[src/rtl/ddr3_cmd_sequencer.sv]
`default_nettype none
// ============================================================================
//  Module   : ddr3_cmd_sequencer
//  Purpose  : Drives the DDR3 command/address pins. After reset it walks the
//             power-up/initialisation sequence (reset hold, CKE wait, tXPR,
//             MR2/MR3/MR1/MR0, ZQCL). It then accepts single commands over a
//             valid/ready handshake and pads each one with NOP cycles until
//             the command's minimum spacing is met.
//  Ports    : ck, rst             - clock (rising edge), sync active-high reset
//             cmd_valid/cmd_ready - command handshake (ready only in IDLE)
//             cmd_op/ba/addr      - 0 NOP,1 PRE,2 ACT,3 REF,4 ZQ,5 MRS
//                                   6 and 7 are illegal
//             init_done, cmd_err  - init complete level / illegal-op pulse
//             ddr_rst_n .. addr   - registered DDR3 pins
//  Revision : 1.0 - initial release
// ============================================================================
module ddr3_cmd_sequencer #(
    parameter int                   BA_BITS   = 3,
    parameter int                   ADDR_BITS = 14,
    parameter logic [ADDR_BITS-1:0] MR0_VAL   = 'h0520,
    parameter logic [ADDR_BITS-1:0] MR1_VAL   = 'h0004,
    parameter logic [ADDR_BITS-1:0] MR2_VAL   = 'h0000,
    parameter logic [ADDR_BITS-1:0] MR3_VAL   = 'h0000,
    parameter int                   T_RST     = 200,
    parameter int                   T_CKE     = 500,
    parameter int                   T_XPR     = 120,
    parameter int                   T_MRD     = 4,
    parameter int                   T_MOD     = 12,
    parameter int                   T_ZQINIT  = 512,
    parameter int                   T_ZQCS    = 64,
    parameter int                   T_RP      = 6,
    parameter int                   T_RCD     = 6,
    parameter int                   T_RFC     = 44
) (
    input  logic                 ck,
    input  logic                 rst,
    input  logic                 cmd_valid,
    output logic                 cmd_ready,
    input  logic [2:0]           cmd_op,
    input  logic [BA_BITS-1:0]   cmd_ba,
    input  logic [ADDR_BITS-1:0] cmd_addr,
    output logic                 init_done,
    output logic                 cmd_err,
    output logic                 ddr_rst_n,
    output logic                 cke,
    output logic                 cs_n,
    output logic                 ras_n,
    output logic                 cas_n,
    output logic                 we_n,
    output logic                 odt,
    output logic [BA_BITS-1:0]   ba,
    output logic [ADDR_BITS-1:0] addr
);

    typedef enum logic [3:0] {
        ST_RST_LO   = 4'd0,
        ST_CKE_WAIT = 4'd1,
        ST_XPR      = 4'd2,
        ST_MRS2     = 4'd3,
        ST_MRS3     = 4'd4,
        ST_MRS1     = 4'd5,
        ST_MRS0     = 4'd6,
        ST_ZQCL     = 4'd7,
        ST_IDLE     = 4'd8
    } state_t;

    function automatic int f_max(input int a, input int b);
        return (a > b) ? a : b;
    endfunction

    // One counter width covers every timing parameter.
    localparam int c_T_MAX = f_max(f_max(f_max(T_RST, T_CKE), f_max(T_XPR, T_MRD)),
                                   f_max(f_max(T_MOD, T_ZQINIT),
                                         f_max(f_max(T_ZQCS, T_RP), f_max(T_RCD, T_RFC))));
    localparam int c_CW = $clog2(c_T_MAX + 1);

    // {cs_n, ras_n, cas_n, we_n}
    localparam logic [3:0] c_PIN_MRS = 4'b0000;
    localparam logic [3:0] c_PIN_REF = 4'b0001;
    localparam logic [3:0] c_PIN_PRE = 4'b0010;
    localparam logic [3:0] c_PIN_ACT = 4'b0011;
    localparam logic [3:0] c_PIN_ZQ  = 4'b0110;
    localparam logic [3:0] c_PIN_NOP = 4'b0111;
    localparam logic [3:0] c_PIN_DES = 4'b1111;

    localparam logic [2:0] c_OP_NOP = 3'd0;
    localparam logic [2:0] c_OP_PRE = 3'd1;
    localparam logic [2:0] c_OP_ACT = 3'd2;
    localparam logic [2:0] c_OP_REF = 3'd3;
    localparam logic [2:0] c_OP_ZQ  = 3'd4;
    localparam logic [2:0] c_OP_MRS = 3'd5;

    // ZQCL: A10 high selects the long calibration.
    localparam logic [ADDR_BITS-1:0] c_ZQ_LONG = ADDR_BITS'(1024);

    state_t                r_state;
    logic [c_CW-1:0]       r_cnt;      // cycles left in current init state, incl. current
    logic [c_CW-1:0]       r_gap;      // NOP cycles left before cmd_ready may rise

    state_t                w_state_nx;
    logic [c_CW-1:0]       w_cnt_nx;
    logic [c_CW-1:0]       w_gap_nx;
    logic                  w_enter;
    logic                  w_accept;
    logic [3:0]            w_pins_nx;
    logic [BA_BITS-1:0]    w_ba_nx;
    logic [ADDR_BITS-1:0]  w_addr_nx;
    logic                  w_rst_n_nx;
    logic                  w_cke_nx;
    logic                  w_ready_nx;
    logic                  w_err_nx;
    logic                  w_done_nx;

    function automatic state_t f_next(input state_t s);
        case (s)
            ST_RST_LO:   return ST_CKE_WAIT;
            ST_CKE_WAIT: return ST_XPR;
            ST_XPR:      return ST_MRS2;
            ST_MRS2:     return ST_MRS3;
            ST_MRS3:     return ST_MRS1;
            ST_MRS1:     return ST_MRS0;
            ST_MRS0:     return ST_ZQCL;
            default:     return ST_IDLE;
        endcase
    endfunction

    // Number of cycles spent in each init state. A MRS/ZQCL state includes
    // its own command cycle, so the next command lands exactly one gap later.
    function automatic logic [c_CW-1:0] f_hold(input state_t s);
        case (s)
            ST_RST_LO:   return c_CW'(T_RST);
            ST_CKE_WAIT: return c_CW'(T_CKE);
            ST_XPR:      return c_CW'(T_XPR);
            ST_MRS2,
            ST_MRS3,
            ST_MRS1:     return c_CW'(T_MRD);
            ST_MRS0:     return c_CW'(T_MOD);
            ST_ZQCL:     return c_CW'(T_ZQINIT);
            default:     return c_CW'(1);
        endcase
    endfunction

    // Gap loaded on accept is spacing-1: ready rises in cycle C+G-1 so the
    // next accepted command appears in cycle C+G.
    function automatic logic [c_CW-1:0] f_gap(input logic [2:0] op);
        case (op)
            c_OP_PRE: return c_CW'(T_RP - 1);
            c_OP_ACT: return c_CW'(T_RCD - 1);
            c_OP_REF: return c_CW'(T_RFC - 1);
            c_OP_ZQ:  return c_CW'(T_ZQCS - 1);
            c_OP_MRS: return c_CW'(T_MOD - 1);
            default:  return '0;
        endcase
    endfunction

    always_comb begin
        w_state_nx = r_state;
        w_cnt_nx   = r_cnt;
        w_gap_nx   = r_gap;
        w_enter    = 1'b0;
        w_pins_nx  = c_PIN_NOP;
        w_ba_nx    = ba;
        w_addr_nx  = addr;
        w_rst_n_nx = 1'b1;
        w_cke_nx   = 1'b1;
        w_ready_nx = 1'b0;
        w_err_nx   = 1'b0;
        w_done_nx  = 1'b0;
        // cmd_ready is only ever high in IDLE, so this also ignores
        // requests made during initialisation.
        w_accept   = cmd_valid && cmd_ready;

        if (r_state != ST_IDLE) begin
            if (r_cnt == c_CW'(1)) begin
                w_enter    = 1'b1;
                w_state_nx = f_next(r_state);
                w_cnt_nx   = f_hold(w_state_nx);
            end else begin
                w_cnt_nx   = r_cnt - c_CW'(1);
            end
        end

        // Outputs are registered, so they are derived from the state that
        // will be current after the edge.
        case (w_state_nx)
            ST_RST_LO: begin
                w_rst_n_nx = 1'b0;
                w_cke_nx   = 1'b0;
                w_pins_nx  = c_PIN_DES;
            end
            ST_CKE_WAIT: begin
                w_cke_nx   = 1'b0;
                w_pins_nx  = c_PIN_DES;
            end
            ST_XPR: begin
                w_pins_nx  = c_PIN_NOP;
            end
            ST_MRS2: begin
                if (w_enter) begin
                    w_pins_nx = c_PIN_MRS;
                    w_ba_nx   = BA_BITS'(2);
                    w_addr_nx = MR2_VAL;
                end
            end
            ST_MRS3: begin
                if (w_enter) begin
                    w_pins_nx = c_PIN_MRS;
                    w_ba_nx   = BA_BITS'(3);
                    w_addr_nx = MR3_VAL;
                end
            end
            ST_MRS1: begin
                if (w_enter) begin
                    w_pins_nx = c_PIN_MRS;
                    w_ba_nx   = BA_BITS'(1);
                    w_addr_nx = MR1_VAL;
                end
            end
            ST_MRS0: begin
                if (w_enter) begin
                    w_pins_nx = c_PIN_MRS;
                    w_ba_nx   = BA_BITS'(0);
                    w_addr_nx = MR0_VAL;
                end
            end
            ST_ZQCL: begin
                if (w_enter) begin
                    w_pins_nx = c_PIN_ZQ;
                    w_ba_nx   = BA_BITS'(0);
                    w_addr_nx = c_ZQ_LONG;
                end
            end
            ST_IDLE: begin
                w_done_nx = 1'b1;
                if (w_enter) begin
                    w_gap_nx = '0;
                end else if (w_accept) begin
                    w_gap_nx = f_gap(cmd_op);
                    case (cmd_op)
                        c_OP_NOP: w_pins_nx = c_PIN_NOP;
                        c_OP_PRE: w_pins_nx = c_PIN_PRE;
                        c_OP_ACT: w_pins_nx = c_PIN_ACT;
                        c_OP_REF: w_pins_nx = c_PIN_REF;
                        c_OP_ZQ:  w_pins_nx = c_PIN_ZQ;
                        c_OP_MRS: w_pins_nx = c_PIN_MRS;
                        default:  w_err_nx  = 1'b1;
                    endcase
                    // Illegal ops leave the address bus untouched.
                    if (!w_err_nx) begin
                        w_ba_nx   = cmd_ba;
                        w_addr_nx = cmd_addr;
                    end
                end else if (r_gap != '0) begin
                    w_gap_nx = r_gap - c_CW'(1);
                end
                w_ready_nx = (w_gap_nx == '0);
            end
            default: begin
                w_pins_nx = c_PIN_DES;
            end
        endcase
    end

    always_ff @(posedge ck) begin
        if (rst) begin
            r_state   <= ST_RST_LO;
            r_cnt     <= c_CW'(T_RST);
            r_gap     <= '0;
            ddr_rst_n <= 1'b0;
            cke       <= 1'b0;
            {cs_n, ras_n, cas_n, we_n} <= c_PIN_DES;
            odt       <= 1'b0;
            ba        <= '0;
            addr      <= '0;
            init_done <= 1'b0;
            cmd_ready <= 1'b0;
            cmd_err   <= 1'b0;
        end else begin
            r_state   <= w_state_nx;
            r_cnt     <= w_cnt_nx;
            r_gap     <= w_gap_nx;
            ddr_rst_n <= w_rst_n_nx;
            cke       <= w_cke_nx;
            {cs_n, ras_n, cas_n, we_n} <= w_pins_nx;
            odt       <= 1'b0;
            ba        <= w_ba_nx;
            addr      <= w_addr_nx;
            init_done <= w_done_nx;
            cmd_ready <= w_ready_nx;
            cmd_err   <= w_err_nx;
        end
    end

endmodule
`default_nettype wire

[config.mk]
export PLATFORM = sky130hd
export DESIGN_NAME = ddr3_cmd_sequencer
export DESIGN_NICKNAME = d
export VERILOG_FILES = /design/src/rtl/ddr3_cmd_sequencer.sv
export SDC_FILE = /design/constraint.sdc
export NUM_CORES = 1
export LEC_CHECK = 0
export ABC_AREA = 1
export CORE_ASPECT_RATIO = 1.25
export CORE_MARGIN = 3
export CORE_UTILIZATION = 46
export DETAILED_ROUTE_END_ITERATION = 6
export PLACE_DENSITY = 0.79
export REMOVE_ABC_BUFFERS = 1
export SLEW_MARGIN = 30
export SYNTH_ARGS = -nofsm -noshare
export SYNTH_HDL_FRONTEND = slang
export SYNTH_SLANG_ARGS = --single-unit
[constraint.sdc]
create_clock -name ck -period 1.9 [get_ports ck]
set_input_delay 0.38 -clock ck [delete_from_list [all_inputs] [get_ports ck]]
set_output_delay 0.38 -clock ck [all_outputs]
set_load 0.005 [all_outputs]
* After elaboration in Yosys (flattened, before gate mapping)
Memory sizes are Yosys's and may differ from the RTL's.
Cells that the tools add are included.
** Storage, ports and cells
- Register bits :: 50
- ROM bits :: 64
- Memories kept :: 1
** Operators by class
- Add/sub/neg operators :: 2
- Equal/unequal tests :: 31
- Multiplexer cells :: 43
- Bitwise gates (word level) :: 2
- Reductions and logical operators :: 18
** Memory list
- (no name shown) :: depth 8, bits a word 8, rd ports 1, clocked after Yosys merged registers in 0, wr ports 0, line 130 : case (s)
** Operator list (count)
- $mux 14 :: 7
- $pmux 14 s5 :: 1
- $mux 10 :: 6
- $mux 3 :: 10
- $pmux 3 s5 :: 2
- $eq 4x3->1 const B :: 7
- $pmux 4 s7 :: 1
- $pmux 6 s4 :: 1
- $sub 10x1->10 const B :: 2
- $eq 4x2->1 const B :: 4
- $mux 4 :: 4
- $ne 2x2->1 const B :: 8
- $pmux 4 s4 :: 1
- $reduce_and 8->1 :: 2
- $eq 10x1->1 const B :: 1
- $logic_not 10->1 :: 1
- $mux 1 :: 10
- $reduce_bool 10->1 :: 1
- $reduce_bool 5->1 :: 2
- $reduce_or 2->1 :: 5
- $eq 4x1->1 const B :: 2
- $logic_not 4->1 :: 2
- $reduce_or 4->1 :: 2
- $eq 3x2->1 const B :: 2
- other kinds (9) :: 12

* Depth between registers and ports, before layout
Gate-level depths: netlist of the first run.
- Depth in word-level cells :: 12
- Mapped depth :: 15

* Worst setup path after synthesis of the first run
No wires, ideal clock.
- Path type :: reg2reg
- From :: reg r_cnt[1]
- To :: reg addr[11]
- Setup time :: 128 ps
- Arrival :: 1722 ps
- Data required time :: 1772 ps
- Slack :: 51 ps
- Stages on the path, launching flop included :: 15
- Cells stage by stage :: dfxtp_1 inv_1 ha_1 inv_2 nor2_4 nand4_2 nor2_4 a21oi_4 inv_4 nand3_4 nand2_4 buf_12 nand2_2 nand2_1 nor2_1
** Between the ends
- Longest elaborated chain between the ends :: 7
** Ends and longest elaborated chain
- start, declared :: line 97 : logic [c_CW-1:0] r_cnt;
- start signal, assigned :: line 267 : r_cnt <= c_CW'(T_RST);
- start signal, assigned :: line 280 : r_cnt <= w_cnt_nx;
- $eq 10x1->1 * :: line 174 : if (r_cnt == c_CW'(1)) begin
- $mux 4 :: line 174
- $mux 4 :: line 173 : if (r_state != ST_IDLE) begin
- $eq 4x3->1 or $eq 4x2->1 (tied branches) :: line 185 : case (w_state_nx)
- $reduce_or 2->1 (no line)
- $reduce_bool 5->1 (no line) or $ne 2x1->1 (tied branches)
- $reduce_and 8->1 (no line)
- end signal, assigned :: line 287 : addr <= w_addr_nx;
- end, declared :: line 52 : output logic [ADDR_BITS-1:0] addr
Every way passes the cells marked *; elsewhere a longest branch is shown, timed or not.
A chain may end at the register's enable or synchronous reset.

* Final worst setup path of the first run
- From :: reg r_cnt[1]
- To :: reg addr[13]
Same word-level chain as after synthesis.

==> results.cfg, run 1 <==
[status]
outcome = finished, final reports clean

[sta]
fmax_mhz = 530
setup_viol = 0
fin_skew_ps = 9.32
rsz0062_at_grt = true
final_max_slew_viol_count = 0
fin_crit_ps = 1890
timing.final.crit_share = 0.993
hold_viol = 0

[drt]
num_vias = 3328
routed_wl_um = 8480
drt_iter0_drc = 203
wl_per_cell_um = 13.1
drc = 0
ant_nets = 0
detail_route.first_pass.iterations = 6
via_per_inst = 5.13

[synthesis]
synth_edf_count = 0
yosysSeqAreaShare = 0.313
synthDistinctLibCells = 40
syn_area_um2 = 3200
synth_warnings = 0
ys_ff_latch = 50
synth_async_sr_flop_share = 0
syn_inst = 480
ys.flop_type = dfxtp_1
avgSynthCellArea_um2 = 6.67

[setup_path]
crit_fanout = 14
reg2reg_slack_ps = 10
r2r_start = r_cnt[1]
r2r_cells = 14
r2r_end = addr[13]
cp.arrival_ps = 2100
startpoint_type = flip-flop
cp_data_required_time_ps = 2110
critical_path_class = reg -> reg
worst_setup_path_end_kind = flip-flop

[cts]
cts_htree_levels = 2
clk_pin_slew_ps = 100
cts_buffer_depth = 2
worstSkewPairLatency_ps = 310
numClockSinks = 50
cts_buffers = 5
cts_root_buf = clkbuf_8
tritoncts = done
hold_buffers = 0

[final_layout]
utilization = 0.637
fin_cells = 649
multiInputGateArea_um2 = 1950
drive_gt1_frac = 0.214
fillers = 580
areaGrowthSynthToFinish_pct = 32.2
regArea_um2 = 1000
fin_nets = 594
diodes = 0

[power_and_ir_drop]
clock_power_share = 0.332
ir_worst_vdd_mv = 0.268
p_sw_uw = 553
combPwrFrac = 0.132
switching_share = 0.269
leakage_uw = 0.00192
power.internal_uw = 1500
power_frac_seq = 0.537
power_density_nw_per_um2 = 486

[floorplan]
core_area_um2 = 6650
ios = 50
die_x_um = 80.6
die_y_um = 99.3
die_area_um2 = 8000
start_util = 0.482
rows = 33

[min_path]
hold-path-cell-count = 2
holdCritPathClass = reg -> reg
hold_end = r_cnt[1]
worstHoldStart = r_cnt[1]

[placement]
dp.cells = 633
routabilityCongestion = 0.951
io_buffers = 48
place_hpwl_um = 6270

[global_routing]
grt_max_degree = 25
grt_pass1_wl_um = 14200
grt_usage = 0.219
grt_remaining_overflow = 0
first_global_vias = 3134
grt_antenna_before_repair = 0

[job]
maxCapViolations = 0
worst max-delay path, stage by stage, from the launching register on:
cell and delay [ps]:
dfxtp_2 340, inv_2 70, ha_4 150, inv_4 40
nor2_4 130, nand4_4 110, nor2_4 220, nand2_4 110
nand2_4 100, inv_4 40, nand3_4 120, buf_12 150
nand3_1 80, nand2_1 70, nor2_1 30
state kept, by name, indices dropped and copies added (netlist names), 3 cells and up:
| register | count |
|---|---|
| addr | 14 |
| r_cnt | 10 |
| r_gap | 10 |
| r_state | 4 |
| ba | 3 |
cell usage after synthesis (2+ instances only):
| master | instances | share of area |
|---|---|---|
| nand2_4 | 5 | 0.018 |
| buf_2 | 3 | 0.0047 |
| a21oi_1 | 26 | 0.041 |
| nand4_1 | 11 | 0.021 |
| nand2_2 | 16 | 0.031 |
| buf_6 | 2 | 0.0070 |
| xor2_1 | 6 | 0.016 |
| nand2_1 | 113 | 0.13 |
| nor2_2 | 9 | 0.018 |
| o21ai_0 | 24 | 0.038 |
| inv_1 | 51 | 0.060 |
| ha_1 | 10 | 0.039 |
| inv_4 | 2 | 0.0039 |
| nand3_4 | 2 | 0.011 |
| nand3b_1 | 4 | 0.0094 |
| nor2_1 | 60 | 0.070 |
| a21oi_4 | 2 | 0.010 |
| nor3_1 | 5 | 0.0078 |
| o211ai_1 | 4 | 0.0094 |
| nand3_1 | 38 | 0.059 |
| clkbuf_1 | 6 | 0.0070 |
| xnor2_1 | 2 | 0.0055 |
| dfxtp_1 | 50 | 0.31 |
| nor2_4 | 5 | 0.018 |
| inv_2 | 9 | 0.011 |
cell usage in the layout, fill, tap and decap left out, drive strengths merged:
cell type / count
o21a: 1
o311ai: 1
clkdlybuf4s50: 48
a211oi: 1
clkbuf: 6
nand3: 41
clkinvlp: 1
ha: 10
a21oi: 28
o31ai: 1
inv: 63
conb: 1
nand4: 12
o21ai: 25
nand3b: 4
buf: 39
o211ai: 4
nor3: 5
clkinv: 1
xor2: 6
nor2: 74
a21boi: 1
a21o: 1
a31oi: 1
xnor2: 2
dfxtp: 50
a31o: 1
nand2: 134
metrics by stage:
stage                     power (uW)  hold slack (ps)  TNS [ps]  setup WS, ps  instance area [um2]
after floorplan                 1260              439     -1860          -149                 3110
after global placement          1370              456     -79.5         -73.3                 3970
after detailed placement        1370              462      -459         -70.5                 3970
after CTS                       2060              485         0          15.2                 4120
after global routing            2150              511     -1560          -118                 4230
final                           2060              480         0          14.1                 4230
power groups by stage:
stage	registers, uW	clock network, uW	logic, uW
2_1_floorplan	1120	0	140
3_3_place_gp	1120	0	248
3_5_place_dp	1120	0	251
4_1_cts	1100	699	260
5_1_grt	1110	746	300
6_report	1100	682	271
cell families after synthesis:
kind of cell / count (synthesis) / synth area share
AOI/OAI and AO/OA: 65 / 0.120
xor gates and xnor gates: 8 / 0.0219
adders and majority gates: 10 / 0.0391
buffers and inverters: 76 / 0.103
DFF: 50 / 0.313
other: 1 / 0.00117
and+or+nand+nor: 270 / 0.403
how the worst max path moves through the flow:
stage,start,end
2_1_floorplan,r_cnt[1],addr[10]
3_3_place_gp,cmd_op[1],cmd_ready
3_5_place_dp,cmd_op[1],we_n
4_1_cts,r_cnt[0],addr[13]
5_1_grt,r_cnt[3],we_n
6_report,r_cnt[1],addr[13]
area by class of cell:
cell class / count / area share
clock buffers: 6 / 0.0195
multi-input cells: 354 / 0.461
clock inverters: 2 / 0.00384
repair buffers: 87 / 0.195
well taps: 87 / 0.0257
flip-flops and latches: 50 / 0.237
inverters: 63 / 0.0576
metal layers:
| metal | track usage | routed length [um] | up-vias |
|---|---|---|---|
| met5 | 0 | 0 | - |
| met4 | 0.0858 | 218 | 0 |
| met3 | 0.0362 | 355 | 20 |
| met2 | 0.376 | 4300 | 84 |
| met1 | 0.271 | 3600 | 1526 |
| li1 | - | - | 1698 |
what timing repair did:
| action | in CTS | in global routing |
|---|---|---|
| gates resized for setup | 5 | 22 |
| pin swaps | 3 | 4 |
| endpoints found under the hold margin | 0 | 0 |
| setup buffers | 2 | 6 |
| setup endpoints to repair | 22 | 33 |
No activity file was read; power rests on OpenSTA's default activity.
==> run 2: changes to the inputs <==
--- a/config.mk
+++ b/config.mk
@@ -8,9 +8,9 @@
 export ABC_AREA = 1
 export CORE_ASPECT_RATIO = 1.25
 export CORE_MARGIN = 3
-export CORE_UTILIZATION = 46
+export CORE_UTILIZATION = 40
 export DETAILED_ROUTE_END_ITERATION = 6
-export PLACE_DENSITY = 0.79
+export PLACE_DENSITY = 0.71
 export REMOVE_ABC_BUFFERS = 1
 export SLEW_MARGIN = 30
 export SYNTH_ARGS = -nofsm -noshare
==> run 2 against run 1 <==
Net effect:
- final cell count increased by 1.8%
- global-route usage decreased by 2.7 points
- clock power is 21% higher
- clock skew hardly changed
- critical path depth fell by 2
- largest power group unchanged
- highest routed layer unchanged
==> results.cfg, run 2 (synthesis gave the netlist of run 1 again) <==
[floorplan]
die_area_um2 = 9120
rows = 35
die_x_um = 86.0
core_area_um2 = 7580
die_y_um = 106
start_util = 0.423
ios = 50

[final_layout]
fillers = 722
largest_register = addr
multiInputGateArea_um2 = 1950
drive_gt1_frac = 0.228
layout_commonest_cell = nand2_1
diodes = 0
largest_register_ffs = 14
regArea_um2 = 1000
fin_nets = 601
areaGrowthSynthToFinish_pct = 34.2
largest_registers = addr: 14 flops, r_cnt: 10 flops, r_gap: 10 flops
layout_common_cells = nand2_1, nor2_1, inv_1, clkdlybuf4s50_1, dfxtp_1
utilization = 0.567

[sta]
timing.final.crit_share = 0.975
fin_skew_ps = 9.46
setup_viol = 0
final_max_slew_viol_count = 0
fin_crit_ps = 1850
holdWs_ps = 476
rsz0062_at_grt = true
hold_viol = 0
setup_tns_ps = 0
fmax_mhz = 540

[global_routing]
grt_usage = 0.193
grt_pass1_wl_um = 14400
first_global_vias = 3094
grt_remaining_overflow = 0
grt_max_degree = 26
grt_antenna_before_repair = 0

[drt]
num_vias = 3322
detail_route.first_pass.iterations = 4
drc = 0
drt_iter0_drc = 159
wl_per_cell_um = 13.1
routed_wl_um = 8640
ant_nets = 0
via_per_inst = 5.03

[cts]
worstSkewPairLatency_ps = 310
cts_buffers = 5
cts_buffer_depth = 2
cts_htree_levels = 2
clk_pin_slew_ps = 100
numClockSinks = 50
tritoncts = done
cts_root_buf = clkbuf_8
hold_buffers = 0

[power_and_ir_drop]
power_density_nw_per_um2 = 510
combPwrFrac = 0.120
leakage_uw = 0.00195
p_sw_uw = 562
power.internal_uw = 1630
switching_share = 0.257
clock_power_share = 0.377
power_frac_seq = 0.503
ir_worst_vdd_mv = 0.312

[setup_path]
crit_fanout = 5
critical_path_class = reg -> reg
cp.arrival_ps = 2060
cp_data_required_time_ps = 2110
worst_setup_path_end_kind = flip-flop
startpoint_type = flip-flop

[min_path]
holdCritPathClass = reg -> reg

[placement]
routabilityCongestion = 0.882
place_hpwl_um = 6510
io_buffers = 48

[status]
outcome = finished, final reports clean

[job]
maxCapViolations = 0
## run 2: metrics by stage
stage               worst slack, ps  power (uW)  area [um2]  std cells
finish                         47.7        2190        4300        661
global route                  -39.2        2300        4300        661
CTS                            10.8        2190        4120        652
detailed placement             -113        1370        4000        644
global placement              -69.2        1360        4000        644
floorplan                      -149        1260        3110        467
## run 2: area by class of cell
type                       count  area share
multi-input combinational    354       0.453
sequential                    50       0.234
timing repair buffer          94       0.201
inverter                      63      0.0574
tap                           92      0.0268
clock buffer                   6      0.0192
clock inverter                 2     0.00902
## run 2: power groups by stage
| stage | sequential [uW] | clock (uW) | combinational, uW |
|---|---|---|---|
| floorplan | 1120 | 0 | 140 |
| global placement | 1120 | 0 | 242 |
| detailed placement | 1120 | 0 | 247 |
| CTS | 1100 | 845 | 248 |
| global route | 1110 | 897 | 294 |
| finish | 1100 | 827 | 263 |
## run 2: metal layers
| metal | global-route usage | share of wire | vias up |
|---|---|---|---|
| li1 | - | - | 1710 |
| met1 | 0.246 | 0.44 | 1532 |
| met3 | 0.0264 | 0.031 | 12 |
| met5 | 0 | 0 | - |
| met2 | 0.335 | 0.52 | 68 |
| met4 | 0.0532 | 0.014 | 0 |
## run 2: timing repair
| action | CTS | global route |
|---|---|---|
| pin swaps | 0 | 7 |
| endpoints found under the setup margin | 1 | 33 |
| gates cloned | 0 | 2 |
| gates resized for setup | 1 | 28 |
| buffers inserted | 0 | 7 |
## run 2: worst paths after layout
path,start,to,slack [ps],cells past startpoint
max reg2reg,r_cnt[1],addr[8],50,12
max,r_cnt[1],addr[8],50,12
min,r_cnt[1],r_cnt[1],480,2
min reg2reg,r_cnt[1],r_cnt[1],480,2
## run 2: worst max-delay path, cell delays in order, from the launching register on
cell and delay (ps):
dfxtp_2 340, inv_2 70, ha_4 140, inv_4 40, nor2_4 120, nand4_4 100
nor2_4 210, a21oi_4 90, clkinv_4 80, nand3_4 150, clkbuf_16 200, a21oi_1 150
nor2_1 60
